File: src/rtl/display_pkg.sv
`default_nettype none
// ============================================================================
//  Module   : display_pkg
//  Brief    : Shared types, constants and helpers for the display scan slice.
//  Revision : 1.0 - initial release
// ============================================================================

package display_pkg;

    typedef enum logic [0:0] {
        BLANK = 1'b0,
        SHOW  = 1'b1
    } scan_state_t;

    localparam logic [7:0] SEG_BLANK = 8'h00;

    // Width of an index able to address n digits.
    function automatic int digit_w(input int n);
        return $clog2(n);
    endfunction

endpackage

`default_nettype wire

File: src/rtl/decodificador7seg.sv
`default_nettype none
// ============================================================================
//  Module   : decodificador7seg
//  Brief    : BCD to 7-segment decoder, active-high, seg_o = {a,b,c,d,e,f,g}.
//             Non-BCD codes 10..15 produce a dark digit.
//  Revision : 1.0 - initial release
// ============================================================================

module decodificador7seg (
    input  logic [3:0] bcd_i,
    output logic [6:0] seg_o
);

    always_comb begin
        seg_o = 7'h00;
        case (bcd_i)
            4'd0:    seg_o = 7'b1111110;
            4'd1:    seg_o = 7'b0110000;
            4'd2:    seg_o = 7'b1101101;
            4'd3:    seg_o = 7'b1111001;
            4'd4:    seg_o = 7'b0110011;
            4'd5:    seg_o = 7'b1011011;
            4'd6:    seg_o = 7'b1011111;
            4'd7:    seg_o = 7'b1110000;
            4'd8:    seg_o = 7'b1111111;
            4'd9:    seg_o = 7'b1111011;
            default: seg_o = 7'h00;
        endcase
    end

endmodule

`default_nettype wire

File: src/rtl/display_scan_ctrl.sv
`default_nettype none
// ============================================================================
//  Module   : display_scan_ctrl
//  Brief    : Time-multiplexed scan controller for N common-anode 7-segment
//             digits with inter-digit blanking and frame-aligned data updates.
//             Optional macro LEADING_ZERO_BLANK_EN darkens leading zeros.
//  Revision : 1.0 - initial release
// ============================================================================

module display_scan_ctrl
    import display_pkg::*;
#(
    parameter int N_DIGITS     = 4,
    parameter int CLK_DIV      = 50000,
    parameter int BLANK_CYCLES = 16
) (
    input  logic                        clk,
    input  logic                        rst_n,
    input  logic [4*N_DIGITS-1:0]       digits_i,
    input  logic [N_DIGITS-1:0]         dp_i,
    input  logic                        load_i,
    output logic [7:0]                  seg_o,
    output logic [N_DIGITS-1:0]         an_o,
    output logic [$clog2(N_DIGITS)-1:0] digit_idx_o,
    output logic                        frame_o
);

    localparam int IDX_W  = digit_w(N_DIGITS);
    localparam int PS_MAX = (CLK_DIV > BLANK_CYCLES) ? CLK_DIV : BLANK_CYCLES;
    localparam int PS_W   = $clog2(PS_MAX);

    localparam logic [PS_W-1:0]  SHOW_LAST  = PS_W'(CLK_DIV - 1);
    localparam logic [PS_W-1:0]  BLANK_LAST = PS_W'(BLANK_CYCLES - 1);
    localparam logic [IDX_W-1:0] IDX_LAST   = IDX_W'(N_DIGITS - 1);

    scan_state_t               state_q,    state_d;
    logic [PS_W-1:0]           ps_q,       ps_d;
    logic [IDX_W-1:0]          idx_q,      idx_d;
    logic                      first_q,    first_d;
    logic [4*N_DIGITS-1:0]     pend_dig_q, pend_dig_d;
    logic [N_DIGITS-1:0]       pend_dp_q,  pend_dp_d;
    logic [4*N_DIGITS-1:0]     act_dig_q,  act_dig_d;
    logic [N_DIGITS-1:0]       act_dp_q,   act_dp_d;
    logic [7:0]                seg_q,      seg_d;
    logic [N_DIGITS-1:0]       an_q,       an_d;
    logic                      frame_q,    frame_d;

    logic [3:0]                sel_nib;
    logic                      sel_dp;
    logic                      sel_lz;
    logic [6:0]                dec_seg;
    logic [N_DIGITS-1:0]       lz_mask;

    // ------------------------------------------------------------------------
    // Next-state: prescaler, scan FSM, pending/active frame registers
    // ------------------------------------------------------------------------
    always_comb begin
        state_d    = state_q;
        ps_d       = ps_q;
        idx_d      = idx_q;
        first_d    = first_q;
        pend_dig_d = pend_dig_q;
        pend_dp_d  = pend_dp_q;
        act_dig_d  = act_dig_q;
        act_dp_d   = act_dp_q;
        frame_d    = 1'b0;

        if (load_i) begin
            pend_dig_d = digits_i;
            pend_dp_d  = dp_i;
        end

        case (state_q)
            SHOW: begin
                if (ps_q == SHOW_LAST) begin
                    state_d = BLANK;
                    ps_d    = '0;
                end else begin
                    ps_d = ps_q + 1'b1;
                end
            end
            BLANK: begin
                if (ps_q == BLANK_LAST) begin
                    state_d = SHOW;
                    ps_d    = '0;
                    first_d = 1'b0;
                    // The blank right after reset leads into digit 0, not digit 1.
                    if (!first_q && (idx_q != IDX_LAST)) begin
                        idx_d = idx_q + 1'b1;
                    end else begin
                        idx_d = '0;
                    end
                    // Frame boundary: pending_d already folds in a coincident load.
                    if (idx_d == '0) begin
                        frame_d   = 1'b1;
                        act_dig_d = pend_dig_d;
                        act_dp_d  = pend_dp_d;
                    end
                end else begin
                    ps_d = ps_q + 1'b1;
                end
            end
        endcase
    end

    // ------------------------------------------------------------------------
    // Leading-zero mask over the frame that will be displayed next cycle
    // ------------------------------------------------------------------------
`ifdef LEADING_ZERO_BLANK_EN
    always_comb begin
        logic upper_zero;
        lz_mask    = '0;
        upper_zero = 1'b1;
        for (int k = N_DIGITS - 1; k >= 1; k--) begin
            upper_zero = upper_zero && (act_dig_d[4*k +: 4] == 4'h0);
            lz_mask[k] = upper_zero;
        end
    end
`else
    assign lz_mask = '0;
`endif

    // Outputs are registered, so select from next-state values to avoid lag.
    always_comb begin
        sel_nib = 4'h0;
        sel_dp  = 1'b0;
        sel_lz  = 1'b0;
        for (int k = 0; k < N_DIGITS; k++) begin
            if (idx_d == IDX_W'(k)) begin
                sel_nib = act_dig_d[4*k +: 4];
                sel_dp  = act_dp_d[k];
                sel_lz  = lz_mask[k];
            end
        end
    end

    decodificador7seg u_dec (
        .bcd_i (sel_nib),
        .seg_o (dec_seg)
    );

    always_comb begin
        an_d  = '1;
        seg_d = SEG_BLANK;
        if (state_d == SHOW) begin
            for (int k = 0; k < N_DIGITS; k++) begin
                an_d[k] = (idx_d != IDX_W'(k));
            end
            seg_d = {sel_dp, (sel_lz ? 7'h00 : dec_seg)};
        end
    end

    // ------------------------------------------------------------------------
    // State and output registers
    // ------------------------------------------------------------------------
    always_ff @(posedge clk or negedge rst_n) begin
        if (!rst_n) begin
            state_q    <= BLANK;
            ps_q       <= '0;
            idx_q      <= '0;
            first_q    <= 1'b1;
            pend_dig_q <= '0;
            pend_dp_q  <= '0;
            act_dig_q  <= '0;
            act_dp_q   <= '0;
            seg_q      <= SEG_BLANK;
            an_q       <= '1;
            frame_q    <= 1'b0;
        end else begin
            state_q    <= state_d;
            ps_q       <= ps_d;
            idx_q      <= idx_d;
            first_q    <= first_d;
            pend_dig_q <= pend_dig_d;
            pend_dp_q  <= pend_dp_d;
            act_dig_q  <= act_dig_d;
            act_dp_q   <= act_dp_d;
            seg_q      <= seg_d;
            an_q       <= an_d;
            frame_q    <= frame_d;
        end
    end

    assign seg_o       = seg_q;
    assign an_o        = an_q;
    assign digit_idx_o = idx_q;
    assign frame_o     = frame_q;

endmodule

`default_nettype wire

File: config.mk
export PLATFORM = sky130hd
export DESIGN_NAME = display_scan_ctrl
export DESIGN_NICKNAME = d
export VERILOG_FILES = /design/src/rtl/display_pkg.sv /design/src/rtl/decodificador7seg.sv /design/src/rtl/display_scan_ctrl.sv
export SDC_FILE = /design/constraint.sdc
export NUM_CORES = 1
export LEC_CHECK = 0
export BUFFER_PORTS_ARGS = -buffer_cell sky130_fd_sc_hd__buf_2
export CAP_MARGIN = 40
export CORE_MARGIN = 3
export CORE_UTILIZATION = 57
export DETAILED_ROUTE_END_ITERATION = 7
export GPL_TIMING_DRIVEN = 1
export PLACE_DENSITY = 0.76
export SETUP_SLACK_MARGIN = 0.5
export SKIP_LAST_GASP = 1
export SYNTH_ARGS = -nofsm -noshare
export SYNTH_HDL_FRONTEND = slang
export SYNTH_SLANG_ARGS = --single-unit
File: constraint.sdc
create_clock -name clk -period 4.4 [get_ports clk]
set_input_delay 0 -clock clk [delete_from_list [all_inputs] [get_ports clk]]
set_output_delay 0 -clock clk [all_outputs]
set_load 0.005 [all_outputs]
* Word level (Yosys, flattened, before mapping)
Memories as Yosys holds them, arrays and structs flattened.
Cells that the tools add are included.
** Operators by class
- Bitwise logic cells :: 1
- Mux-type cells :: 32
- Equal/unequal tests :: 9
- Reduce and logical (&&, ||, !) cells :: 6
- Add/sub/neg operators :: 2
** Operators with widths (count)
- 16-bit 2-to-1 mux :: 6
- 4-bit 2-to-1 mux :: 9
- 16-bit case mux with 2 select lines :: 1
- 16-bit by 1-bit adder with 16-bit output (second input constant) :: 1
- 16-bit == test (second input constant) :: 1
- 16-bit by 4-bit == test with 1-bit output (second input constant) :: 1
- 2-bit 2-to-1 mux :: 5
- 1-bit 2-to-1 mux :: 9
- 8-bit 2-to-1 mux :: 1
- 2-bit inequality test (second input constant) :: 3
- 2-bit == test (second input constant) :: 2
- 2-bit zero test :: 2
- 2-bit by 1-bit adder with 2-bit output (second input constant) :: 1
- 2-bit by 1-bit == test with 1-bit output (second input constant) :: 1
- 2-bit by 1-bit inequality test with 1-bit output (second input constant) :: 1
- 1-bit case mux with 2 select lines :: 1
- 2-bit AND reduction :: 1
- 2-bit nonzero test :: 1
- 1-bit logical AND :: 1
- 1-bit zero test :: 1
- 1-bit inverter :: 1
** Storage, ports and cells
- Memory bits (read-only) :: 112
- Memories :: 1
- Bits of input ports :: 23
- Flip-flop bits (word level) :: 73
- Output and inout port bits :: 15
** Memory list
- (no name shown) :: words 16, bits a word 7, read ports 1, clocked after Yosys merged registers in 0, write ports 0, line decodificador7seg.sv:16 : case (bcd_i)

* Depth between registers and ports, before layout
An unclocked memory read counts as a cell.
- Depth in word-level cells :: 15
- Depth in mapped cells :: 16

* Modules after synthesis
From an unflattened synthesis, not the netlist that was laid out.
** Unflattened totals
- Cells, all modules :: 259
- Area, all modules :: 3316.9 um^2
** Modules (own cells, without submodules)
- display_scan_ctrl :: instances 1, area an instance 3098.0 um^2, seq. area each 1833.0 um^2, cells each 231
- decodificador7seg :: instances 1, area an instance 219.0 um^2, seq. area each 0.0 um^2, cells each 28

* Worst setup path before layout
Ideal clock, no wire load.
- Path kind :: register -> register
- Start :: register ps_q[0]
- End :: register seg_q[0], in the netlist seg_o[0]
- Path slack :: 1020 ps
- Arrival :: 3297 ps
- Clock period less this slack :: 3380 ps
- Stages on the path, launching flop included :: 15
- Library setup time :: 83 ps
- Path through :: dfrtp_1 > ha_1 > and3_1 > buf_2 > nand3_1 > nor3_2 > buf_4 > buf_2 > mux2_2 > mux2_2 > mux2i_1 > inv_1 > ha_1 > or4_1 > o21ai_0
** Between the ends
- Elaborated cells on any way between the ends :: 19
** RTL lines
- start: declaration :: line display_scan_ctrl.sv:37 : logic [PS_W-1:0] ps_q, ps_d;
- start signal: assignment :: line display_scan_ctrl.sv:171 : ps_q <= ps_d;
- 16-bit by 4-bit == test with 1-bit output :: line display_scan_ctrl.sv:83 : if (ps_q == BLANK_LAST) begin
- 16-bit 2-to-1 mux :: line display_scan_ctrl.sv:83
- 16-bit 2-to-1 mux :: line display_scan_ctrl.sv:73 : case (state_q)
- via act_dig_d[8] :: line display_scan_ctrl.sv:42 : logic [4*N_DIGITS-1:0] act_dig_q, act_dig_d;
- 4-bit 2-to-1 mux (2 in a row) :: line display_scan_ctrl.sv:129 : if (idx_d == IDX_W'(k)) begin
- memory read 16 x 7 bit
- 8-bit 2-to-1 mux :: line display_scan_ctrl.sv:145 : if (state_d == SHOW) begin
- via seg_d[0] :: line display_scan_ctrl.sv:44 : logic [7:0] seg_q, seg_d;
- end signal: assignment :: line display_scan_ctrl.sv:178 : seg_q <= seg_d;
- end: declaration :: line display_scan_ctrl.sv:44
The timed path passes the listed nets, and every way through them passes these cells.
A chain may end at the register's enable or synchronous reset.

* Final worst setup path
- Start :: register ps_q[0]
- End :: register seg_q[0], in the netlist seg_o[0]
** Between the ends
- Longest elaborated chain between the ends :: 10
- Elaborated cells on any way between the ends :: 19
** Ends and longest elaborated chain
- 16-bit by 4-bit == test with 1-bit output (*) :: line display_scan_ctrl.sv:83
- 2-bit 2-to-1 mux (*) :: line display_scan_ctrl.sv:83
- 2-bit 2-to-1 mux (*) :: line display_scan_ctrl.sv:73
- via idx_d[1] :: line display_scan_ctrl.sv:38 : logic [IDX_W-1:0] idx_q, idx_d;
- 2-bit zero test :: line display_scan_ctrl.sv:129
- 4-bit 2-to-1 mux (3 in a row) :: line display_scan_ctrl.sv:129
- 4-bit 2-to-1 mux (*) :: line display_scan_ctrl.sv:129
- memory read 16 x 7 bit (*)
- 8-bit 2-to-1 mux (*) :: line display_scan_ctrl.sv:145
- via seg_d[0] :: line display_scan_ctrl.sv:44
The timed path passes the listed nets; every way through them passes the cells marked *.

==> implementation parameters <==
Parameter                              Value

Layout
  Share of layout cells above drive strength 1 ... 34.0%
  Leading cell type in the layout, fill and taps excluded ... sky130_fd_sc_hd__dfrtp_1
  Area added between synthesis and finish ... 23.1%
  Net total in the final layout ... 343
  Area of the multi-input gates ... 0.00125 mm2
  Number of filler cells placed in the layout ... 357
  Post-route insts no fill ... 388
  Final Util ... 74.6%
  Inserted Diodes ... 0
  Sequential cell area in the final layout ... 0.00183 mm2
  Commonest cells after routing, fill and taps aside ... sky130_fd_sc_hd__dfrtp_1, sky130_fd_sc_hd__buf_2, sky130_fd_sc_hd__mux2_2

Pwr
  Reported leakage power ... 1.86 nW
  Max rail drop VDD ... 214 uV
  Power density over the cells ... 354 mW/mm2
  Total power ... 0.00138 W

Clock network
  CTS clk-pin slew, worst paths ... 0.07 ns
  Bufs on Longest Clock Path ... 2
  CTS tree ... yes
  Buffers inserted by post-CTS timing repair ... 0
  H-tree Lvls ... 3
  Cell at the root of the clock tree ... sky130_fd_sc_hd__clkbuf_8
  Total number of clock tree sinks ... 73
  Number of CTS-inserted buffers ... 9
  Skew-Pair Late Insertion Delay ... 0.34 ns

Worst setup path
  Critical path data arrival time ... 3.82 ns
  List of cells traversed by the critical path ... ha_1, and3_2, nand3_1, or2_4, o41a_2, inv_1, mux2_2, mux2i_2, inv_1, ha_1, or4_1, o21ai_0
  Critical-path top delay cell ... sky130_fd_sc_hd__or4_1
  Kind of cell adding the most delay to the critical path ... simple AND/OR/NAND/NOR gates
  CP startpoint kind ... flop
  Critical path class ... reg2reg
  Count of buffering cells on the critical path with inverters included ... 2
  Delay of the slowest critical-path stage ... 0.53 ns
  Largest fanout of any net on the critical path ... 10
  Data required, critical path ... 4.66 ns
  Critical path capture point type ... flop

Placed design
  Number of I/O port buffers ... 37
  Detailed placer's ending HPWL ... 3830 um
  Placed cells ... 350
  Last weighted congestion value of the routability-driven placer ... 0.778

GRT
  Global-route wire length before repair ... 9700 um
  Vias in the first global route ... 2021
  Total congestion overflow after global routing ... 0
  Met3 routing resource usage after global routing ... 5.38%
  Initial antenna violation count ... 0
  Pin count of the biggest net entering global routing ... 44
  All-Layer GR Usage ... 20.1%
  Met1 routing resource usage after global routing ... 27.5%
  M2 GR Usage ... 31.6%
  Top Usage Layer GRT ... met2

Detailed routing
  Initial drt markers ... 61
  Count of nets left with antenna violations after detail routing ... 0
  Remaining design rule violation count ... 0
  First-pass DRT Iterations ... 4
  Routed wire length ... 5690 um
  Vias post-DR ... 2034
  Average via count per standard cell ... 5.24
  Average wire per standard cell ... 14.7 um

Timing
  Time the worst path needs with I/O delays and setup ... 3.56 ns
  Period utilisation layout ... 80.9%
  Least-Margin Pin Slew ... 0.707 ns
  Final Skew ... 0.0104 ns
  RSZ-0062 raised after global routing ... false
  Max Transition Viols Final ... 0
  Relative max-transition margin ... 52.8%
  Highest clock rate ... 281 MHz
  TNS Setup ... 0 ns
  Hold Violations, Final ... 0
  # setup viols final ... 0

Logic synthesis
  Sequential share of the synthesized area ... 57.8%
  Syn_nets ... 277
  Number of distinct library cell variants in the gate-level netlist after synthesis ... 37
  Mapped Cells ... 247
  Number of synthesized register bits ... 73
  Post-synthesis area per instance ... 12.8 um2
  EDFF count, synth ... 0
  Number of warning messages in the yosys log ... 0
  Predominant post-synthesis flop cell ... sky130_fd_sc_hd__dfrtp_1
  Netlist area before placement ... 0.00317 mm2
  FFs w/ async S/R, synth ... 100%

Die
  Die Width ... 80.6 um
  Boundary Pins ... 38
  Number of placement rows ... 26
  Y dimension of the die ... 80.6 um
  Die Outline Area ... 0.00650 mm2
  Starting utilization of the core area ... 60.6%
  Total core area ... 0.00524 mm2

Run status
  Result of the run ... finished clean

Worst hold path
  Hold crit path type ... in2reg

Run
  Max capacitance violation total ... 0
-- metal layers --
metal  part of all wire (%)  routed length, um
met1                     46               2590
met2                     49               2800
met3                    3.9                220
met4                    1.5                 87
met5                      0                  0
-- registers in the layout, indices dropped and copies added, names as in the netlist --
name,count
ps_q,16
frame_o,1
seg_o,8
an_o,4
first_q,1
digit_idx_o,2
act_dig_q,16
pend_dig_q,16
pend_dp_q,4
state_q,1
act_dp_q,4
-- layout make-up --
type | instances | area share [%]
Sequential cell | 73 | 46.9
Clock inverter | 7 | 3.04
Timing Repair Buffer | 62 | 11.2
Multi-Input combinational cell | 152 | 32.0
Clock buffer | 9 | 3.17
Tap cell | 70 | 2.24
Inverter | 15 | 1.44
-- per-stage QoR --
stage | setup slack (ns) | hold slack (ns) | area, um2
2_1_floorplan | 1.02 | -0.296 | 3170
3_3_place_gp | 0.873 | 0.247 | 3420
3_5_place_dp | 0.723 | 0.0452 | 3440
4_1_cts | 0.692 | 0.195 | 3890
5_1_grt | 0.561 | 0.232 | 3910
6_report | 0.839 | 0.203 | 3910
-- cell families (layout without fill, tap and decap cells) --
logic type | Yosys count | count (layout) | share of synthesized area, %
DFF | 73 | 73 | 57.8
and+or+nand+nor | 58 | 58 | 9.86
muxes | 53 | 53 | 18.5
buffers and inverters | 22 | 93 | 3.08
AOI/OAI and AO/OA | 19 | 19 | 3.94
xor gates and xnor gates | 15 | 15 | 4.14
adders and majority gates | 7 | 7 | 2.76
-- worst min-delay path, delay by kind of cell --
family	cells	cell delay (ns)
buffers and inverters	2	0.31
multiplexers	1	0.19
-- worst paths after layout --
path / from / endpoint / slack (ns) / depth (start not counted)
worst max-delay path: ps_q[0]$_DFF_PN0_ / seg_o[0]$_DFF_PN0_ / 0.84 / 12
worst min-delay path: load_i / pend_dig_q[12]$_DFF_PN0_ / 0.20 / 3
max in group asynchronous: rst_n / first_q$_DFFE_PN1P_ / 3.59 / 4
worst max register to register: ps_q[0]$_DFF_PN0_ / seg_o[0]$_DFF_PN0_ / 0.84 / 12
min in group asynchronous: rst_n / ps_q[8]$_DFF_PN0_ / 0.21 / 3
worst min register to register: ps_q[0]$_DFF_PN0_ / ps_q[0]$_DFF_PN0_ / 0.47 / 1
-- timing repair --
| item | in CTS | in global routing |
|---|---|---|
| gates resized for setup | 0 | 3 |
| endpoints found under the hold margin | 50 | 0 |
| endpoints found under the setup margin | 0 | 2 |
| hold buffers | 21 | 0 |
-- cell usage after synthesis, types with 4 or more instances --
cell,number,area (um2)
sky130_fd_sc_hd__inv_1,15,56.3
sky130_fd_sc_hd__xor2_1,7,61.3
sky130_fd_sc_hd__nand2_1,8,30.0
sky130_fd_sc_hd__nor2b_1,5,31.3
sky130_fd_sc_hd__nor2_1,14,52.6
sky130_fd_sc_hd__ha_1,7,87.6
sky130_fd_sc_hd__a21oi_1,6,30.0
sky130_fd_sc_hd__mux2_2,36,405
sky130_fd_sc_hd__dfstp_2,5,131
sky130_fd_sc_hd__mux2i_1,15,150
sky130_fd_sc_hd__and3_1,6,37.5
sky130_fd_sc_hd__xnor2_1,8,70.1
sky130_fd_sc_hd__nand3_1,11,55.1
sky130_fd_sc_hd__o21ai_0,4,20.0
sky130_fd_sc_hd__dfrtp_1,68,1700
-- power breakdown --
part	internal (W)	switching (W)
clock	0.000376	0.000246
sequential	0.000689	0.00000432
combinational	0.0000377	0.0000296
Power figures use the tool's default switching activity.
